**config.mk**
```make
export PLATFORM = sky130hd
export DESIGN_NAME = vram_arbiter_flat
export DESIGN_NICKNAME = d
export VERILOG_FILES = /design/src/rtl/vram_arbiter_if.sv /design/src/rtl/vram_arbiter.sv /design/src/flat_wrapper.sv
export SDC_FILE = /design/constraint.sdc
export NUM_CORES = 1
export LEC_CHECK = 0
export ABC_AREA = 1
export ABC_CLOCK_PERIOD_IN_PS = 3370
export BUFFER_PORTS_ARGS = -buffer_cell sky130_fd_sc_hd__buf_2
export CORE_AREA = 2 2 65 83
export DETAILED_ROUTE_END_ITERATION = 12
export DIE_AREA = 0 0 67 85
export GPL_TIMING_DRIVEN = 0
export PLACE_DENSITY = 0.84
export SYNTH_ARGS = -nofsm -noshare
export SYNTH_HDL_FRONTEND = slang
export SYNTH_SLANG_ARGS = --single-unit
```
**constraint.sdc**
```tcl
create_clock -name clk_25 -period 3.37 [get_ports clk_25]
set_input_delay 0.1685 -clock clk_25 [delete_from_list [all_inputs] [get_ports clk_25]]
set_output_delay 0.1685 -clock clk_25 [all_outputs]
set_load 0.05 [all_outputs]
```
**src/rtl/vram_arbiter_if.sv**
```systemverilog
// rtl/vram_arbiter_if.sv - video, CPU and RAM signal bundle around the VRAM arbiter
interface vram_arbiter_if #(
  parameter int ADDR_W = 12,
  parameter int DATA_W = 8
);
  logic              vid_req;
  logic [ADDR_W-1:0] vid_addr;
  logic [DATA_W-1:0] vid_data;
  logic              vid_valid;

  logic              cpu_req;
  logic              cpu_we;
  logic [ADDR_W-1:0] cpu_addr;
  logic [DATA_W-1:0] cpu_wdata;
  logic              cpu_ack;
  logic [DATA_W-1:0] cpu_rdata;

  logic [ADDR_W-1:0] ram_addr;
  logic [DATA_W-1:0] ram_wdata;
  logic              ram_we;
  logic [DATA_W-1:0] ram_rdata;

  logic              starve_err;

  // master is the arbiter itself; slave is the video/CPU/RAM side
  modport master (
    input  vid_req, vid_addr, cpu_req, cpu_we, cpu_addr, cpu_wdata, ram_rdata,
    output vid_data, vid_valid, cpu_ack, cpu_rdata, ram_addr, ram_wdata, ram_we, starve_err
  );

  modport slave (
    output vid_req, vid_addr, cpu_req, cpu_we, cpu_addr, cpu_wdata, ram_rdata,
    input  vid_data, vid_valid, cpu_ack, cpu_rdata, ram_addr, ram_wdata, ram_we, starve_err
  );
endinterface

```
**src/rtl/vram_arbiter.sv**
```systemverilog
// rtl/vram_arbiter.sv - single-port VRAM arbiter: video has absolute priority, CPU served in gaps
module vram_arbiter #(
  parameter int ADDR_W   = 12,
  parameter int DATA_W   = 8,
  parameter int MAX_WAIT = 7
) (
  input logic            clk_25,
  input logic            reset_n,
  vram_arbiter_if.master bus
);

  typedef enum logic [1:0] {TAG_NONE, TAG_VID, TAG_CPU} tag_t;
  typedef enum logic [1:0] {S_IDLE, S_BUSY, S_HOLD} state_t;

  state_t state, state_nxt;
  tag_t   tag_s1, tag_s2, tag_s3;
  logic   rd_s1, rd_s2;
  logic [3:0] wait_cnt, wait_nxt;
  logic   issue_vid, issue_cpu, cpu_blocked;

  logic [ADDR_W-1:0] ram_addr_q;
  logic [DATA_W-1:0] ram_wdata_q;
  logic              ram_we_q;
  logic [DATA_W-1:0] vid_data_q;
  logic              vid_valid_q;
  logic [DATA_W-1:0] cpu_rdata_q;
  logic              cpu_ack_q;
  logic              starve_err_q;

  assign bus.ram_addr   = ram_addr_q;
  assign bus.ram_wdata  = ram_wdata_q;
  assign bus.ram_we     = ram_we_q;
  assign bus.vid_data   = vid_data_q;
  assign bus.vid_valid  = vid_valid_q;
  assign bus.cpu_rdata  = cpu_rdata_q;
  assign bus.cpu_ack    = cpu_ack_q;
  assign bus.starve_err = starve_err_q;

  always_ff @(posedge clk_25 or negedge reset_n) begin
    if (!reset_n) state <= S_IDLE;
    else          state <= state_nxt;
  end

  always_comb begin
    state_nxt   = state;
    issue_vid   = bus.vid_req;
    issue_cpu   = 1'b0;
    cpu_blocked = 1'b0;
    case (state)
      S_IDLE: begin
        if (bus.cpu_req) begin
          if (bus.vid_req) begin
            cpu_blocked = 1'b1;
          end else begin
            issue_cpu = 1'b1;
            state_nxt = S_BUSY;
          end
        end
      end
      // the stage-3 CPU tag coincides with the cpu_ack pulse
      S_BUSY:  if (tag_s3 == TAG_CPU) state_nxt = S_HOLD;
      S_HOLD:  state_nxt = S_IDLE;
      default: state_nxt = S_IDLE;
    endcase

    wait_nxt = wait_cnt;
    if (issue_cpu)                             wait_nxt = 4'd0;
    else if (cpu_blocked && wait_cnt != 4'hF)  wait_nxt = wait_cnt + 4'd1;
  end

  always_ff @(posedge clk_25 or negedge reset_n) begin
    if (!reset_n) begin
      tag_s1       <= TAG_NONE;
      tag_s2       <= TAG_NONE;
      tag_s3       <= TAG_NONE;
      rd_s1        <= 1'b0;
      rd_s2        <= 1'b0;
      wait_cnt     <= 4'd0;
      starve_err_q <= 1'b0;
      ram_addr_q   <= '0;
      ram_wdata_q  <= '0;
      ram_we_q     <= 1'b0;
      vid_data_q   <= '0;
      vid_valid_q  <= 1'b0;
      cpu_rdata_q  <= '0;
      cpu_ack_q    <= 1'b0;
    end else begin
      wait_cnt <= wait_nxt;
      if (cpu_blocked && int'(wait_nxt) >= MAX_WAIT) starve_err_q <= 1'b1;

      // issue stage: address stays put on idle cycles, only CPU writes raise ram_we
      ram_we_q <= 1'b0;
      if (issue_vid) begin
        ram_addr_q <= bus.vid_addr;
      end else if (issue_cpu) begin
        ram_addr_q  <= bus.cpu_addr;
        ram_wdata_q <= bus.cpu_wdata;
        ram_we_q    <= bus.cpu_we;
      end

      tag_s1 <= issue_vid ? TAG_VID : (issue_cpu ? TAG_CPU : TAG_NONE);
      rd_s1  <= issue_cpu && !bus.cpu_we;
      tag_s2 <= tag_s1;
      rd_s2  <= rd_s1;
      tag_s3 <= tag_s2;

      // stage 2 is the cycle ram_rdata holds the word for this access
      vid_valid_q <= (tag_s2 == TAG_VID);
      if (tag_s2 == TAG_VID) vid_data_q <= bus.ram_rdata;
      cpu_ack_q <= (tag_s2 == TAG_CPU);
      if (tag_s2 == TAG_CPU && rd_s2) cpu_rdata_q <= bus.ram_rdata;
    end
  end

endmodule

```
**src/flat_wrapper.sv**
```systemverilog
// flat-port wrapper written by rule: the top's interface ports become plain ports
module vram_arbiter_flat 
#(
  parameter int ADDR_W   = 12,
  parameter int DATA_W   = 8,
  parameter int MAX_WAIT = 7
)
  (clk_25, reset_n, bus_vid_req, bus_vid_addr, bus_cpu_req, bus_cpu_we, bus_cpu_addr, bus_cpu_wdata, bus_ram_rdata, bus_vid_data, bus_vid_valid, bus_cpu_ack, bus_cpu_rdata, bus_ram_addr, bus_ram_wdata, bus_ram_we, bus_starve_err);
  vram_arbiter_if #(.ADDR_W(ADDR_W), .DATA_W(DATA_W)) bus_i ();
  input logic clk_25;
  input logic reset_n;
  input wire logic [$bits(bus_i.vid_req)-1:0] bus_vid_req;
  input wire logic [$bits(bus_i.vid_addr)-1:0] bus_vid_addr;
  input wire logic [$bits(bus_i.cpu_req)-1:0] bus_cpu_req;
  input wire logic [$bits(bus_i.cpu_we)-1:0] bus_cpu_we;
  input wire logic [$bits(bus_i.cpu_addr)-1:0] bus_cpu_addr;
  input wire logic [$bits(bus_i.cpu_wdata)-1:0] bus_cpu_wdata;
  input wire logic [$bits(bus_i.ram_rdata)-1:0] bus_ram_rdata;
  output wire logic [$bits(bus_i.vid_data)-1:0] bus_vid_data;
  output wire logic [$bits(bus_i.vid_valid)-1:0] bus_vid_valid;
  output wire logic [$bits(bus_i.cpu_ack)-1:0] bus_cpu_ack;
  output wire logic [$bits(bus_i.cpu_rdata)-1:0] bus_cpu_rdata;
  output wire logic [$bits(bus_i.ram_addr)-1:0] bus_ram_addr;
  output wire logic [$bits(bus_i.ram_wdata)-1:0] bus_ram_wdata;
  output wire logic [$bits(bus_i.ram_we)-1:0] bus_ram_we;
  output wire logic [$bits(bus_i.starve_err)-1:0] bus_starve_err;
  assign bus_i.vid_req = bus_vid_req;
  assign bus_i.vid_addr = bus_vid_addr;
  assign bus_i.cpu_req = bus_cpu_req;
  assign bus_i.cpu_we = bus_cpu_we;
  assign bus_i.cpu_addr = bus_cpu_addr;
  assign bus_i.cpu_wdata = bus_cpu_wdata;
  assign bus_i.ram_rdata = bus_ram_rdata;
  assign bus_vid_data = bus_i.vid_data;
  assign bus_vid_valid = bus_i.vid_valid;
  assign bus_cpu_ack = bus_i.cpu_ack;
  assign bus_cpu_rdata = bus_i.cpu_rdata;
  assign bus_ram_addr = bus_i.ram_addr;
  assign bus_ram_wdata = bus_i.ram_wdata;
  assign bus_ram_we = bus_i.ram_we;
  assign bus_starve_err = bus_i.starve_err;
  vram_arbiter #(.ADDR_W(ADDR_W), .DATA_W(DATA_W), .MAX_WAIT(MAX_WAIT)) u_core (.clk_25(clk_25), .reset_n(reset_n), .bus(bus_i));
endmodule
```
### After elaboration in Yosys (flattened, before gate mapping)

Cells that the tools add are included.
Widths: inputs -> output; s select.

| operators by class | value |
|---|---|
| multiply operators | 0 |
| order comparisons | 1 |
| add/subtract/negate cells | 1 |
| shift-type cells | 0 |
| divide/modulo/power cells | 0 |
| reductions and logical operators | 9 |
| eq/ne operators | 8 |
| muxes and demuxes | 18 |
| bitwise logic cells | 1 |

Operators with widths:

| kind | number |
|---|---|
| $mux 12 | 2 |
| $mux 2 | 5 |
| $mux 1 | 8 |
| $mux 4 | 2 |
| $add 4x1->4 const B | 1 |
| $eq 2x1->1 const B | 2 |
| $eq 2x2->1 const B | 2 |
| $ge 4x3->1 const B | 1 |
| $logic_and 1x1->1 | 4 |
| $ne 2x2->1 const B | 2 |
| $ne 4x4->1 const B | 1 |
| $pmux 2 s2 | 1 |
| $reduce_and 3->1 | 1 |
| $logic_not 2->1 | 1 |
| $ne 2x1->1 const B | 1 |
| $reduce_and 2->1 | 1 |
| $reduce_bool 2->1 | 1 |
| $logic_not 1->1 | 1 |
| $not 1->1 | 1 |

| word-level totals | value |
|---|---|
| word-level logic and storage cells | 53 |
| output and inout bits | 40 |
| bits in latches | 0 |
| bits in read-only memories | 0 |
| memory bits (writable) | 0 |
| memories kept | 0 |
| flip-flop bits (word level) | 54 |

### Longest topological paths before layout

| logic depth | value |
|---|---|
| depth in word-level cells | 8 |
| gate-level depth with buffers | 10 |
| mapped depth without buffers | 10 |

### Least setup slack after synthesis

No wires, ideal clock.

| path | value |
|---|---|
| path kind | reg2reg |
| start | register u_core.wait_cnt[0] |
| end | register u_core.starve_err_q, in the netlist u_core.bus.starve_err |
| path slack | 2114 ps |
| arrival time | 1138 ps |
| clock period less this slack | 1256 ps |
| cell stages (with the launch flop) | 10 |
| path through | dfrtp_1 -> ha_1 -> nand3_2 -> nand3_4 -> nand2_1 -> nand2_1 -> nand4_1 -> nand2_1 -> nand2_1 -> nand2_1 |

| between the ends | value |
|---|---|
| word-level cells in the longest chain between the ends | 6 |
| elaborated cells on any way between the ends | 7 |

RTL lines:

| element | line | source |
|---|---|---|
| start, declared | vram_arbiter.sv:18 | `logic [3:0] wait_cnt, wait_nxt;` |
| start signal, assigned | vram_arbiter.sv:88 | `wait_cnt <= wait_nxt;` |
| branches (longest 2 deep; another with $add 4x1->4) | n/a |  |
| $mux 4 * | vram_arbiter.sv:68 | `else if (cpu_blocked && wait_cnt != 4'hF) wait_nxt = wait_cnt + 4'd1;` |
| $mux 4 * | vram_arbiter.sv:67 | `if (issue_cpu) wait_nxt = 4'd0;` |
| $ge 4x3->1 * | vram_arbiter.sv:89 | `if (cpu_blocked && int'(wait_nxt) >= MAX_WAIT) starve_err_q <= 1'b1;` |
| $logic_and 1x1->1 * | vram_arbiter.sv:89 |  |
| end, declared | vram_arbiter.sv:28 | `logic starve_err_q;` |

Mark *: on every way between the ends.
A chain may end at the register's enable or synchronous reset.

### Worst setup path after layout

Ends and elaborated chain as after synthesis.

==> results by stage <==
Run status:
- The run finished with clean final reports.

Setup path:
- The worst setup path is launched from a register.
- STA puts the critical path data required time at 3620 ps.
- The path depth of the worst reg2reg path is 10.
- The launch instance of the worst register-to-register path is u_core.wait_cnt[0].
- The launching element of the worst setup path is u_core.wait_cnt[0].
- At the worst endpoint, the arrival time is 1660 ps.
- The setup slack of the worst register-to-register path is 1960 ps.
- In this run the critical register-to-register path is captured at u_core.bus.starve_err.
- The largest fanout of any net on the critical path is 4.
- The critical path is of the reg2reg type.
- The element type at the critical path end is a register.

Timing:
- The final max-slew violation count is 0.
- On the final layout, the worst clock skew is 13.0 ps.
- The highest clock frequency the design can meet is 0.708 GHz.
- The worst path in the final design needs a cycle of 1410 ps, including I/O delays and setup.
- Setup violations remaining at the end of the flow were counted as 0.
- For the pin with the worst max-slew slack, the measured transition is 1140 ps.
- The number of endpoints with negative hold slack in the final report is 0.
- The worst pin sits at a relative slew slack of 24.3%.
- The final period utilization is 41.9%.
- Setup repair after global routing left no endpoint under its margin.
- The sum of negative setup slack is 0 ps.

Yosys:
- In the synthesized netlist, the number of instances is 232.
- The cell area after technology mapping is 0.00215 mm2.
- Sequential cells were found to cover 62.9% of the synthesized design area.
- The number of different library cells in the post-synthesis netlist is 21.
- The average footprint of a synthesized cell is 9.26 um2.
- The post-synthesis net count is 278.
- The synthesized design contains 54 register bits.
- The total number of yosys warnings is 0.

Placement:
- In this run the tool buffered the top-level ports with 84 buffer cells.
- Including well taps, the total number of placed cells is 378.
- Once detailed placement completed, the half-perimeter wirelength came to 3290 um.
- The congestion estimate from routability-driven global placement came to 0.817.
- After detailed placement, the total cell area comes to 0.00265 mm2.

Power and ir drop:
- For this design the static power due to leakage is 1.55 nW.
- In this run, the combinational gates consume 13.3% of the power.
- The switching fraction of total power is 26.6%.
- The worst-case vdd ir drop is 0.323 mV.
- The internal power is 0.000962 W.
- The proportion of power drawn by flip-flops and latches is 52.1%.
- The clock share of power is 34.5%.
- Summed over all nets, the switching power comes to 0.000349 W.
- The total chip power is 0.00131 W.
- The power density normalized to cell area is 472 mW/mm2.

Drt:
- The total wire length after detailed routing is 4300 um.
- The detailed-route via count is 1799.
- For this run, design rule violations remaining after detail routing come to 0.
- The post-detailed-route wirelength per cell is 11.1 um.
- The detail route stage leaves a number of antenna-violating nets equal to 0.
- The first TritonRoute pass finished after 4 iterations.
- The number of vias per cell after detailed routing is 4.65.
- The count of routing violations after the opening detailed-route iteration is 82.

Die:
- In this run the horizontal extent of the chip is 67 um.
- From bottom edge to top edge, the die measures 85 um.
- The floorplan step defined a die boundary enclosing 0.00570 mm2.
- In this run the core area contains 29 standard-cell rows.
- During I/O placement, the number of pins put on the boundary was 85.
- The core box area is 0.00493 mm2.
- The initial standard-cell utilization of the core is 43.5%.

Cells and area:
- Cells with a size suffix above 1 make up 32.0% of the layout.
- The top cell types in the final layout, fill and taps aside, are 96 x sky130_fd_sc_hd__nand2_1, 86 x sky130_fd_sc_hd__buf_2, 54 x sky130_fd_sc_hd__dfrtp_1.
- The number of antenna diodes in the final layout is 0.
- The library cell used most frequently in the layout, excluding fill and tap cells, is sky130_fd_sc_hd__nand2_1.
- After the last flow step, the layout net total stands at 370.
- The number of standard cells in the layout, taps in and fillers out is 387.
- The relative area change from synthesis to final layout is 29.3%.
- The area of all placed cells without fillers is 0.00278 mm2.

Hold path:
- In this run the worst hold path is classified as in2reg.
- Counting instances, the worst hold path has a depth of 3.
- The worst hold path begins at bus_cpu_wdata[4].
- The endpoint of the worst hold-timing path is u_core.bus.ram_wdata[4].

Clocking:
- The tree built by TritonCTS fans out to 54 sinks.
- TritonCTS built the clock tree.
- Clock-pin slew was measured on the worst setup and hold paths at 100 ps.
- The library cell used as clock root buffer is sky130_fd_sc_hd__clkbuf_8.
- The clock tree synthesis step divided the H-tree into 2 levels.
- Counting the buffers created by CTS gives 5.
- The later-pin clock latency in the skew report is 310 ps.
- The largest buffer count on any clock path is 2.

Global routing:
- The number of antenna violations at the first check in global routing is 0.
- The leftover overflow at the end of global routing is 0.
- Global routing used 17.3% of the available tracks.
- Entering global routing, the biggest net connects 55 pins.
- The global-route wire length before repair is 7550 um.
- The via count of the first global-routing pass is 1722.

Flow run:
- The count of maximum capacitance violations is 0.
## flip-flops by register name, indices dropped and copies added, names as in the netlist
register / count
u_core.bus.ram_wdata: 8
u_core.bus.starve_err: 1
u_core.bus.vid_data: 8
u_core.bus.cpu_rdata: 8
u_core.tag_s2: 2
u_core.bus.ram_we: 1
u_core.bus.cpu_ack: 1
u_core.rd_s1: 1
u_core.bus.vid_valid: 1
u_core.tag_s3: 2
u_core.state: 2
u_core.bus.ram_addr: 12
u_core.wait_cnt: 4
u_core.rd_s2: 1
u_core.tag_s1: 2
## cells by family after synthesis
group | synth area share (%)
and+or+nand+nor | 24.3
DFF | 62.9
buffers and inverters | 6.99
AOI/OAI and AO/OA | 4.78
xor gates and xnor gates | 0.408
adders and majority gates | 0.582
## critical path, stage by stage (launching register included)
cell                      delay [ps]
sky130_fd_sc_hd__dfrtp_1         420
sky130_fd_sc_hd__ha_1            250
sky130_fd_sc_hd__nand3_2         130
sky130_fd_sc_hd__nand3_4         100
sky130_fd_sc_hd__inv_2            70
sky130_fd_sc_hd__nand2_1          50
sky130_fd_sc_hd__o21ai_1          80
sky130_fd_sc_hd__nand2_1          80
sky130_fd_sc_hd__nand2_1          70
sky130_fd_sc_hd__nand2_1          50
sky130_fd_sc_hd__nand2_1          50
## power by group through the flow
stage / Combinational, W / Sequential [W] / Clock [W]
after floorplan: 0.0000284 / 0.000774 / 0
after global placement: 0.000174 / 0.000696 / 0
after detailed placement: 0.000176 / 0.000696 / 0
after CTS: 0.000177 / 0.000684 / 0.000462
after global routing: 0.000190 / 0.000687 / 0.000494
final: 0.000175 / 0.000684 / 0.000453
## worst max path at each step
stage	endpoint	slack, ps	depth (start not counted)
final	u_core.bus.starve_err	1960	10
after global routing	u_core.bus.starve_err	1780	10
after CTS	u_core.bus.starve_err	1950	10
after detailed placement	u_core.bus.starve_err	1980	10
after global placement	u_core.bus.starve_err	2010	9
after floorplan	u_core.bus.starve_err	2110	9
## layer usage
layer | track usage [%] | part of all wire [%]
met1 | 20.1 | 42
met5 | 0 | 0
met2 | 29.8 | 49
met4 | 5.01 | 1.3
met3 | 5.70 | 8.3
## cell type report
cell class	count	area, um2
Clock buffer	6	82.6
Sequential cell	54	1350
Inverter	26	98.8
Buffer	7	51.3
Fill cell	439	2160
Clock inverter	2	38.8
Timing Repair Buffer	85	430
Tap cell	62	77.6
Multi-Input combinational cell	145	647
## cell usage after synthesis
library cell | instances | area (um2)
sky130_fd_sc_hd__o21ai_0 | 16 | 80.1
sky130_fd_sc_hd__clkinv_2 | 1 | 5.00
sky130_fd_sc_hd__nor4_1 | 1 | 6.26
sky130_fd_sc_hd__nand3_1 | 14 | 70.1
sky130_fd_sc_hd__nor2_4 | 1 | 11.3
sky130_fd_sc_hd__buf_6 | 3 | 33.8
sky130_fd_sc_hd__dfrtp_1 | 54 | 1350
sky130_fd_sc_hd__o211ai_1 | 1 | 7.51
sky130_fd_sc_hd__clkbuf_1 | 2 | 7.51
sky130_fd_sc_hd__xor2_1 | 1 | 8.76
sky130_fd_sc_hd__nand3_4 | 1 | 17.5
sky130_fd_sc_hd__nor2_1 | 5 | 18.8
sky130_fd_sc_hd__ha_1 | 1 | 12.5
sky130_fd_sc_hd__inv_2 | 2 | 7.51
sky130_fd_sc_hd__a21oi_1 | 2 | 10.0
sky130_fd_sc_hd__buf_2 | 2 | 10.0
sky130_fd_sc_hd__nand2_1 | 96 | 360
sky130_fd_sc_hd__o21ai_1 | 1 | 5.00
sky130_fd_sc_hd__nand4_1 | 3 | 18.8
sky130_fd_sc_hd__nand3_2 | 2 | 20.0
sky130_fd_sc_hd__inv_1 | 23 | 86.3
## through the flow
step / worst slack, ps / util (%) / hold slack, ps
after floorplan: 2110 / - / -127
after global placement: 2010 / 53.6 / 334
after detailed placement: 1980 / 53.6 / 336
after CTS: 1950 / 56.3 / 32.1
after global routing: 1780 / 56.3 / 30.2
final: 1960 / 56.3 / 46.3
## timing repair
item / in CTS / in global routing
setup buffers: 0 / 0
resized for setup: 0 / 0
hold endpoints to repair: 1 / 0
hold buffers: 1 / 0
Note: power is estimated with default switching activity, not from simulation.
